[src/rtl/fcs_tx_ctrl.sv]
// Transmit FCS sequencer: forwards frame bytes, zero-pads short frames, feeds every
// forwarded byte to an external byte-wide CRC-32 engine and appends the 4-byte FCS.
module fcs_tx_ctrl #(
    parameter int DATA_WIDTH  = 8,
    parameter int CRC_WIDTH   = 32,
    parameter int MIN_PAYLOAD = 60
) (
    input  logic                  clock,
    input  logic                  reset_n,
    input  logic [DATA_WIDTH-1:0] in_data,
    input  logic                  in_valid,
    input  logic                  in_last,
    output logic                  in_ready,
    output logic [DATA_WIDTH-1:0] out_data,
    output logic                  out_valid,
    output logic                  out_last,
    input  logic                  out_ready,
    output logic                  crc_init,
    output logic                  crc_enable,
    output logic [DATA_WIDTH-1:0] crc_data,
    input  logic [CRC_WIDTH-1:0]  crc_value
);

    typedef enum logic [2:0] {
        S_IDLE,
        S_DATA,
        S_PAD,
        S_CRC_WAIT,
        S_FCS
    } state_t;

    localparam logic [16:0] MIN_CNT = 17'(MIN_PAYLOAD);

    state_t                  state_reg, state_next;
    logic [DATA_WIDTH-1:0]   out_data_reg;
    logic                    out_valid_reg;
    logic                    out_last_reg;
    logic [15:0]             byte_cnt_reg, byte_cnt_next;
    logic [CRC_WIDTH-1:0]    fcs_reg;
    logic [1:0]              fcs_idx_reg, fcs_idx_next;
    logic                    run_reg;

    logic                    free;
    logic                    in_ready_c;
    logic                    in_xfer;
    logic                    load;
    logic [DATA_WIDTH-1:0]   load_data;
    logic                    load_last;
    logic                    crc_en_c;
    logic                    capture_fcs;
    logic [16:0]             cnt_inc;
    logic [15:0]             cnt_sat;
    logic [CRC_WIDTH-1:0]    fcs_shifted;
    logic [DATA_WIDTH-1:0]   fcs_byte;
    logic [DATA_WIDTH-1:0]   fcs_byte_rev;

    assign free    = !out_valid_reg || out_ready;
    assign in_xfer = in_valid && in_ready_c;
    assign cnt_inc = {1'b0, byte_cnt_reg} + 17'd1;
    // Saturate so that jumbo frames never wrap back below the pad threshold.
    assign cnt_sat = (cnt_inc > MIN_CNT) ? byte_cnt_reg : cnt_inc[15:0];

    // FCS byte k is the top byte of fcs shifted left by 8k, sent bit-reversed.
    assign fcs_shifted = fcs_reg << (5'd8 * {3'd0, fcs_idx_reg});
    assign fcs_byte    = fcs_shifted[CRC_WIDTH-1 -: DATA_WIDTH];

    generate
        for (genvar gi = 0; gi < DATA_WIDTH; gi++) begin : g_rev
            assign fcs_byte_rev[gi] = fcs_byte[DATA_WIDTH-1-gi];
        end
    endgenerate

    always_comb begin
        state_next    = state_reg;
        byte_cnt_next = byte_cnt_reg;
        fcs_idx_next  = fcs_idx_reg;
        in_ready_c    = 1'b0;
        load          = 1'b0;
        load_data     = '0;
        load_last     = 1'b0;
        crc_en_c      = 1'b0;
        capture_fcs   = 1'b0;

        case (state_reg)
            S_IDLE: begin
                // run_reg keeps in_ready low while reset is (or was just) asserted.
                in_ready_c = free && run_reg;
                if (in_xfer) begin
                    load          = 1'b1;
                    load_data     = in_data;
                    crc_en_c      = 1'b1;
                    byte_cnt_next = 16'd1;
                    if (in_last)
                        state_next = (MIN_PAYLOAD > 1) ? S_PAD : S_CRC_WAIT;
                    else
                        state_next = S_DATA;
                end
            end
            S_DATA: begin
                in_ready_c = free;
                if (in_xfer) begin
                    load          = 1'b1;
                    load_data     = in_data;
                    crc_en_c      = 1'b1;
                    byte_cnt_next = cnt_sat;
                    if (in_last)
                        state_next = (cnt_inc < MIN_CNT) ? S_PAD : S_CRC_WAIT;
                end
            end
            S_PAD: begin
                if (free) begin
                    load          = 1'b1;
                    load_data     = '0;
                    crc_en_c      = 1'b1;
                    byte_cnt_next = cnt_sat;
                    if (cnt_inc >= MIN_CNT)
                        state_next = S_CRC_WAIT;
                end
            end
            S_CRC_WAIT: begin
                // Engine result of the final byte is visible this cycle.
                capture_fcs  = 1'b1;
                fcs_idx_next = 2'd0;
                state_next   = S_FCS;
            end
            S_FCS: begin
                if (free) begin
                    load         = 1'b1;
                    load_data    = fcs_byte_rev;
                    load_last    = (fcs_idx_reg == 2'd3);
                    fcs_idx_next = fcs_idx_reg + 2'd1;
                    if (fcs_idx_reg == 2'd3) begin
                        state_next    = S_IDLE;
                        byte_cnt_next = 16'd0;
                    end
                end
            end
            default: begin
                state_next = S_IDLE;
            end
        endcase
    end

    always_ff @(posedge clock or negedge reset_n) begin
        if (!reset_n) begin
            state_reg     <= S_IDLE;
            out_data_reg  <= '0;
            out_valid_reg <= 1'b0;
            out_last_reg  <= 1'b0;
            byte_cnt_reg  <= '0;
            fcs_reg       <= '0;
            fcs_idx_reg   <= '0;
            run_reg       <= 1'b0;
        end else begin
            run_reg      <= 1'b1;
            state_reg    <= state_next;
            byte_cnt_reg <= byte_cnt_next;
            fcs_idx_reg  <= fcs_idx_next;
            if (capture_fcs)
                fcs_reg <= ~crc_value;
            if (load) begin
                out_data_reg  <= load_data;
                out_valid_reg <= 1'b1;
                out_last_reg  <= load_last;
            end else if (out_ready) begin
                out_valid_reg <= 1'b0;
                out_last_reg  <= 1'b0;
            end
        end
    end

    assign in_ready   = in_ready_c;
    assign out_data   = out_data_reg;
    assign out_valid  = out_valid_reg;
    assign out_last   = out_last_reg;
    assign crc_init   = (state_reg == S_IDLE);
    assign crc_enable = crc_en_c;
    assign crc_data   = crc_en_c ? load_data : '0;

endmodule

[config.mk]
export PLATFORM = sky130hd
export DESIGN_NAME = fcs_tx_ctrl
export DESIGN_NICKNAME = d
export VERILOG_FILES = /design/src/rtl/fcs_tx_ctrl.sv
export SDC_FILE = /design/constraint.sdc
export NUM_CORES = 1
export LEC_CHECK = 0
export ABC_AREA = 1
export CORE_UTILIZATION = 50
export DETAILED_ROUTE_END_ITERATION = 6
export PLACE_DENSITY = 0.77
export RECOVER_POWER = 50
export SKIP_CTS_REPAIR_TIMING = 1
export SYNTH_ARGS = -nofsm -noshare
export SYNTH_HDL_FRONTEND = slang
export SYNTH_SLANG_ARGS = --single-unit
export TNS_END_PERCENT = 1
[constraint.sdc]
create_clock -name clock -period 3.34 [get_ports clock]
set_input_delay 0.501 -clock clock [delete_from_list [all_inputs] [get_ports clock]]
set_output_delay 0.501 -clock clock [all_outputs]
set_load 0.03 [all_outputs]
==> results.json, run 1 <==
{
  "final_antenna_diode_count": 0,
  "rsz0062_at_grt": "false",
  "p_sw_mw": 1.433,
  "clk_pin_slew_worst_paths_ps": 70,
  "drt-initial-drc-count": 169,
  "synthesized_instance_count": 451,
  "detailroute.via_count": 3104,
  "globalRouteOverflowTotal": 0,
  "share_comb_of_total_power_pct": 42.7,
  "share_clk_of_total_power_pct": 20.9,
  "worst_ir_drop_vdd_mv": 0.4733,
  "clk-insertion-delay-late_ps": 350,
  "dominant_cells_by_area_after_synthesis": "sky130_fd_sc_hd__dfrtp_1 46%, sky130_fd_sc_hd__nand2_1 14%, sky130_fd_sc_hd__o21ai_0 7.8%",
  "tritoncts": "yes",
  "cts.sinks": 64,
  "largest_fanout_on_the_critical_path": 10,
  "synth.lib_cells_used.distinct": 32,
  "grt_start_max_net_pins": 67,
  "fmax_mhz": 322.5,
  "required_ps": 2840,
  "final.setup.tns_ps": 0,
  "cellPowerDensity_nw_per_um2": 779.9,
  "p_total_mw": 3.411,
  "layout.cells.most_common": "sky130_fd_sc_hd__nand2_1",
  "library_cell_used_as_clock_root_buffer": "sky130_fd_sc_hd__clkbuf_8",
  "grt_antenna_before_repair": 0,
  "route.detailed.vias_per_inst": 5.165,
  "ys_warn_count": 0,
  "failed_checks": "capacitance limit, slew limit",
  "layout_cell_share_with_drive_strength_beyond_1_pct": 11.07,
  "buffer_ports.inserted": 65,
  "layout_stage_area_growth_over_the_synthesis_result_pct": 26.35,
  "die-height_um": 85.21,
  "gp_congestion": 0.8479,
  "endpoint_kind": "output pin",
  "cts_buffers": 9,
  "drt.antenna.violating_nets": 0,
  "grt_usage_pct": 24.29,
  "first_global_vias": 2907,
  "syn-cell-area_um2": 3462,
  "yosys_top_cell_by_area": "sky130_fd_sc_hd__dfrtp_1",
  "timing.critical_path.from_type": "input port",
  "avgSynthCellArea_um2": 7.676,
  "clock_path_buffers": 2,
  "multiInputGateArea_um2": 1622,
  "placementRows": 29,
  "final-hold-violation-count": 0,
  "timing.final.crit_share_pct": 92.84,
  "timing.final.max_slew_violations": 102,
  "total_nets_final": 567,
  "worst_case_hold_slack_ps": 169.9,
  "synth_sequential_area_ratio_pct": 46.26,
  "synth.net_count": 498,
  "leakagePower_nw": 2.092,
  "slew-limit-headroom_pct": -49.06,
  "switching_share_pct": 42.01,
  "post-synth-top-area-fraction_pct": 46.26,
  "drc": 0,
  "core-area_um2": 6531,
  "setup_violating_endpoint_count_in_the_final_report": 0,
  "cap_viol_max_count": 2,
  "grt_pass1_wl_um": 13740,
  "seq_area_um2": 1602,
  "p_seq_share_pct": 36.4,
  "ios": 66,
  "holdCritPathClass": "input port to async pin",
  "finalCriticalPeriod_ps": 3101,
  "layout.cells.most_common_list": "127 x sky130_fd_sc_hd__nand2_1, 64 x sky130_fd_sc_hd__dfrtp_1, 63 x sky130_fd_sc_hd__clkdlybuf4s50_1",
  "largest_register_ff_count": 32,
  "critPathKind": "input port to output pin",
  "cts_htree_levels": 3,
  "num-fill-cells": 552,
  "detail_route.wirelength_um": 7922,
  "arrival_ps": 2600,
  "dieArea_um2": 7261,
  "floorplan.initialDensity_pct": 53.01,
  "detailedPlacementHpwl_um": 5890,
  "internal-power_mw": 1.978,
  "timing_worst_slew_pin_value_ps": 2236,
  "avgRoutedWirePerCell_um": 13.18,
  "run_status": "complete, but fails checks",
  "fin_skew_ps": 9.333,
  "die_width_um": 85.21,
  "dr.pass1.iters": 5,
  "postSynthRegisterBits": 64
}
path summary, 6_finish.rpt:
check,from,endpoint,slack [ps],cells after the start
min in group clock,fcs_reg[11],fcs_reg[11],490,2
worst min register to register,fcs_reg[11],fcs_reg[11],490,2
worst max-delay path,out_ready,crc_data[5],240,8
worst max register to register,state_reg[2],fcs_idx_reg[1],550,6
worst min-delay path,reset_n,byte_cnt_reg[12],170,1
max in group asynchronous,reset_n,fcs_reg[9],1130,2
cell usage after synthesis:
cell / number
sky130_fd_sc_hd__a21boi_1: 1
sky130_fd_sc_hd__a21oi_1: 5
sky130_fd_sc_hd__a21oi_2: 10
sky130_fd_sc_hd__buf_12: 1
sky130_fd_sc_hd__buf_2: 1
sky130_fd_sc_hd__clkbuf_1: 9
sky130_fd_sc_hd__clkinv_1: 2
sky130_fd_sc_hd__conb_1: 1
sky130_fd_sc_hd__dfrtp_1: 64
sky130_fd_sc_hd__ha_1: 2
sky130_fd_sc_hd__inv_1: 43
sky130_fd_sc_hd__inv_2: 3
sky130_fd_sc_hd__nand2_1: 127
sky130_fd_sc_hd__nand2_2: 11
sky130_fd_sc_hd__nand2_4: 3
sky130_fd_sc_hd__nand3_1: 24
sky130_fd_sc_hd__nand3_2: 1
sky130_fd_sc_hd__nand3b_1: 8
sky130_fd_sc_hd__nand4_1: 5
sky130_fd_sc_hd__nor2_1: 45
sky130_fd_sc_hd__nor2_2: 8
sky130_fd_sc_hd__nor2_4: 4
sky130_fd_sc_hd__nor2_8: 1
sky130_fd_sc_hd__nor3_1: 2
sky130_fd_sc_hd__nor3_2: 1
sky130_fd_sc_hd__o211ai_1: 1
sky130_fd_sc_hd__o21ai_0: 54
sky130_fd_sc_hd__o21ai_1: 3
sky130_fd_sc_hd__o22ai_1: 8
sky130_fd_sc_hd__o31ai_1: 1
sky130_fd_sc_hd__xnor2_1: 1
sky130_fd_sc_hd__xor2_1: 1
area by class of cell:
| cell class | count | share of cell area (%) |
|---|---|---|
| inverter | 48 | 4.119 |
| tap | 77 | 2.203 |
| clock inverter | 6 | 1.945 |
| timing repair buffer | 69 | 15.22 |
| multi-input combinational | 328 | 37.07 |
| sequential | 64 | 36.61 |
| clock buffer | 9 | 2.832 |
routing by layer:
| metal | up-vias | GRT usage (%) | part of all wire, % |
|---|---|---|---|
| li1 | 1585 | - | - |
| met1 | 1419 | 36.40 | 51 |
| met2 | 87 | 35.26 | 42 |
| met3 | 13 | 3.696 | 4.6 |
| met4 | 0 | 10.02 | 2.0 |
| met5 | - | 0 | 0 |
power groups by stage:
stage	logic [mW]	registers (mW)	clock network, mW
finish	1.46	1.24	0.713
floorplan	0.976	1.28	0
CTS	1.47	1.24	0.723
global placement	1.43	1.24	0
detailed placement	1.46	1.25	0
global route	1.65	1.28	0.758
through the flow:
step / util, % / worst slack, ps / cell area (um^2) / instances
final: 66.97 / 239.2 / 4374 / 601
after global routing: 66.97 / 36.66 / 4374 / 601
after CTS: 67.20 / 243.1 / 4389 / 601
after detailed placement: 64.00 / 254.1 / 4180 / 586
after global placement: 64.00 / 329.0 / 4180 / 586
after floorplan: - / 684.2 / 3462 / 451
worst max-delay path: stages:
cell,delay [ps]
sky130_fd_sc_hd__clkdlybuf4s50_1,490
sky130_fd_sc_hd__nor2_1,80
sky130_fd_sc_hd__inv_1,110
sky130_fd_sc_hd__o21ai_0,120
sky130_fd_sc_hd__a21oi_1,170
sky130_fd_sc_hd__nand2_1,240
sky130_fd_sc_hd__nor2_1,200
sky130_fd_sc_hd__clkdlybuf4s50_1,690
cells by family (layout without fill, tap and decap cells):
| kind of cell | count (synthesis) | in the layout | share of synthesized area (%) |
|---|---|---|---|
| AND/OR/NAND/NOR | 240 | 240 | 31.91 |
| AO/OA/AOI/OAI | 83 | 83 | 13.59 |
| flip-flops | 64 | 64 | 46.26 |
| buffers and inverters | 59 | 132 | 6.903 |
| adder cells (fa/ha/maj) | 2 | 2 | 0.7227 |
| XOR/XNOR | 2 | 2 | 0.5061 |
| other | 1 | 1 | 0.1083 |
No activity file was read; power rests on OpenSTA's default activity.
==> run 2, diff against run 1 <==
--- a/config.mk
+++ b/config.mk
@@ -8,6 +8,7 @@
 export ABC_AREA = 1
 export CORE_UTILIZATION = 50
 export DETAILED_ROUTE_END_ITERATION = 6
+export GPL_TIMING_DRIVEN = 0
 export PLACE_DENSITY = 0.77
 export RECOVER_POWER = 50
 export SKIP_CTS_REPAIR_TIMING = 1
==> results.json, run 2 (synthesized netlist as in run 1, its figures left out) <==
{
  "buffer_ports.inserted": 65,
  "grt_pass1_wl_um": 13740,
  "cts_htree_levels": 3,
  "dr.pass1.iters": 4,
  "placementRows": 29,
  "core-area_um2": 6531,
  "ios": 66,
  "detail_route.wirelength_um": 8247,
  "slew-limit-headroom_pct": -3.256,
  "largest_fanout_on_the_critical_path": 10,
  "r2r_start": "byte_cnt_reg[0]",
  "detailroute.via_count": 3129,
  "final-hold-violation-count": 0,
  "leakagePower_nw": 2.120,
  "layout.cells.most_common": "sky130_fd_sc_hd__nand2_1",
  "route.detailed.vias_per_inst": 5.138,
  "largest_register_ff_count": 32,
  "clk_pin_slew_worst_paths_ps": 80,
  "final_antenna_diode_count": 0,
  "fmax_mhz": 320.9,
  "run_status": "complete, but fails checks",
  "grt_usage_pct": 24.54,
  "fin_cells": 609,
  "cts_buffers": 9,
  "cap_viol_max_count": 1,
  "timing.final.crit_share_pct": 93.30,
  "clock_path_buffers": 2,
  "tritoncts": "yes",
  "critPathCapture": "crc_data[0]",
  "arrival_ps": 2620,
  "post-place-ws_ps": 201.8,
  "detailedPlacementHpwl_um": 6055,
  "timing_worst_slew_pin_value_ps": 1549,
  "grt_antenna_before_repair": 0,
  "rsz0062_at_grt": "false",
  "placedCellCount": 593,
  "dieArea_um2": 7261,
  "cts.sinks": 64,
  "holdCritPathClass": "flip-flop to flip-flop",
  "floorplan.initialDensity_pct": 53.01,
  "die_width_um": 85.21,
  "critical_path.startpoint": "out_ready",
  "fin_skew_ps": 11.05,
  "failed_checks": "capacitance limit, slew limit",
  "p_total_mw": 3.524,
  "worst_r2r_endpoint": "byte_cnt_reg[15]",
  "library_cell_used_as_clock_root_buffer": "sky130_fd_sc_hd__clkbuf_8",
  "drt-initial-drc-count": 153,
  "cellPowerDensity_nw_per_um2": 794.8,
  "timing.critical_path.from_type": "input port",
  "first_global_vias": 2913,
  "rr_worst_depth": 13,
  "endpoint_kind": "output pin",
  "final_core_util_pct": 67.87,
  "timing.final.max_slew_violations": 65,
  "layout_stage_area_growth_over_the_synthesis_result_pct": 28.04,
  "gp_congestion": 0.8772,
  "avgRoutedWirePerCell_um": 13.54,
  "die-height_um": 85.21,
  "setup_violating_endpoint_count_in_the_final_report": 0,
  "timing.reg2reg.setup_slack_ps": 1230,
  "final.setup.tns_ps": 0,
  "clk-insertion-delay-late_ps": 360,
  "finalCriticalPeriod_ps": 3116,
  "layout_cell_share_with_drive_strength_beyond_1_pct": 11.47,
  "globalRouteOverflowTotal": 0,
  "total_nets_final": 574,
  "critPathKind": "input port to output pin",
  "required_ps": 2840,
  "worst_ir_drop_vdd_mv": 0.3941,
  "grt_start_max_net_pins": 65,
  "layout.cells.most_common_list": "127 x sky130_fd_sc_hd__nand2_1, 64 x sky130_fd_sc_hd__dfrtp_1, 63 x sky130_fd_sc_hd__clkdlybuf4s50_1",
  "setup_slack_ps": 223.8,
  "drt.antenna.violating_nets": 0,
  "drc": 0
}
-- run 2: cell types whose count changed in the layout (fill, tap and decap cells not counted) --
cell	change
sky130_fd_sc_hd__clkbuf_2	+1
sky130_fd_sc_hd__buf_2	+1
sky130_fd_sc_hd__buf_4	-1
sky130_fd_sc_hd__buf_12	+1
sky130_fd_sc_hd__clkinvlp_4	-1
sky130_fd_sc_hd__clkinv_2	-2
sky130_fd_sc_hd__inv_6	+2
sky130_fd_sc_hd__clkbuf_1	+5
sky130_fd_sc_hd__clkinv_4	+2
-- run 2: routing by layer --
metal  wire length (um)  global-route usage (%)  vias up
met5                  0                       0        -
met4                170                   10.17        0
met3                416                   4.183       14
met2               3615                   36.07       83
met1               4045                   35.95     1434
li1                   -                       -     1598
-- run 2: through the flow --
step                      hold slack [ps]  area [um^2]
after global placement              463.5         4209
after detailed placement            470.5         4207
after CTS                           259.5         4433
after global routing                515.0         4433
after floorplan                     205.4         3462
final                               489.5         4433
-- run 2: critical path, cell delays in order --
cell                              delay (ps)
sky130_fd_sc_hd__clkdlybuf4s50_1         490
sky130_fd_sc_hd__nor2_1                   80
sky130_fd_sc_hd__inv_1                   100
sky130_fd_sc_hd__o21ai_0                 110
sky130_fd_sc_hd__a21oi_1                 180
sky130_fd_sc_hd__nand2_1                 230
sky130_fd_sc_hd__nor2_1                  200
sky130_fd_sc_hd__clkdlybuf4s50_1         710
-- run 2: cell type report --
class,count,area (um^2)
well taps,77,96.34
flip-flops and latches,64,1602
fillers,527,2098
plain buffers,11,58.81
repair buffers,65,648.1
multi-input cells,328,1622
inverters,48,180.2
clock buffers,9,123.9
clock inverters,7,102.6
-- run 2: worst min path at each step --
stage	startpoint	endpoint	slack (ps)	cells past startpoint
5_1_grt	fcs_reg[14]	fcs_reg[14]	520	2
3_5_place_dp	fcs_reg[14]	fcs_reg[14]	470	2
4_1_cts	reset_n	byte_cnt_reg[9]	260	1
2_1_floorplan	reset_n	byte_cnt_reg[0]	210	0
3_3_place_gp	fcs_reg[18]	fcs_reg[18]	460	2
6_report	fcs_reg[13]	fcs_reg[13]	490	2
-- run 2: report_power, final --
part	internal [mW]	switching [mW]	total, mW
combinational	0.550	0.973	1.52
clock	0.427	0.337	0.764
sequential	1.05	0.186	1.24
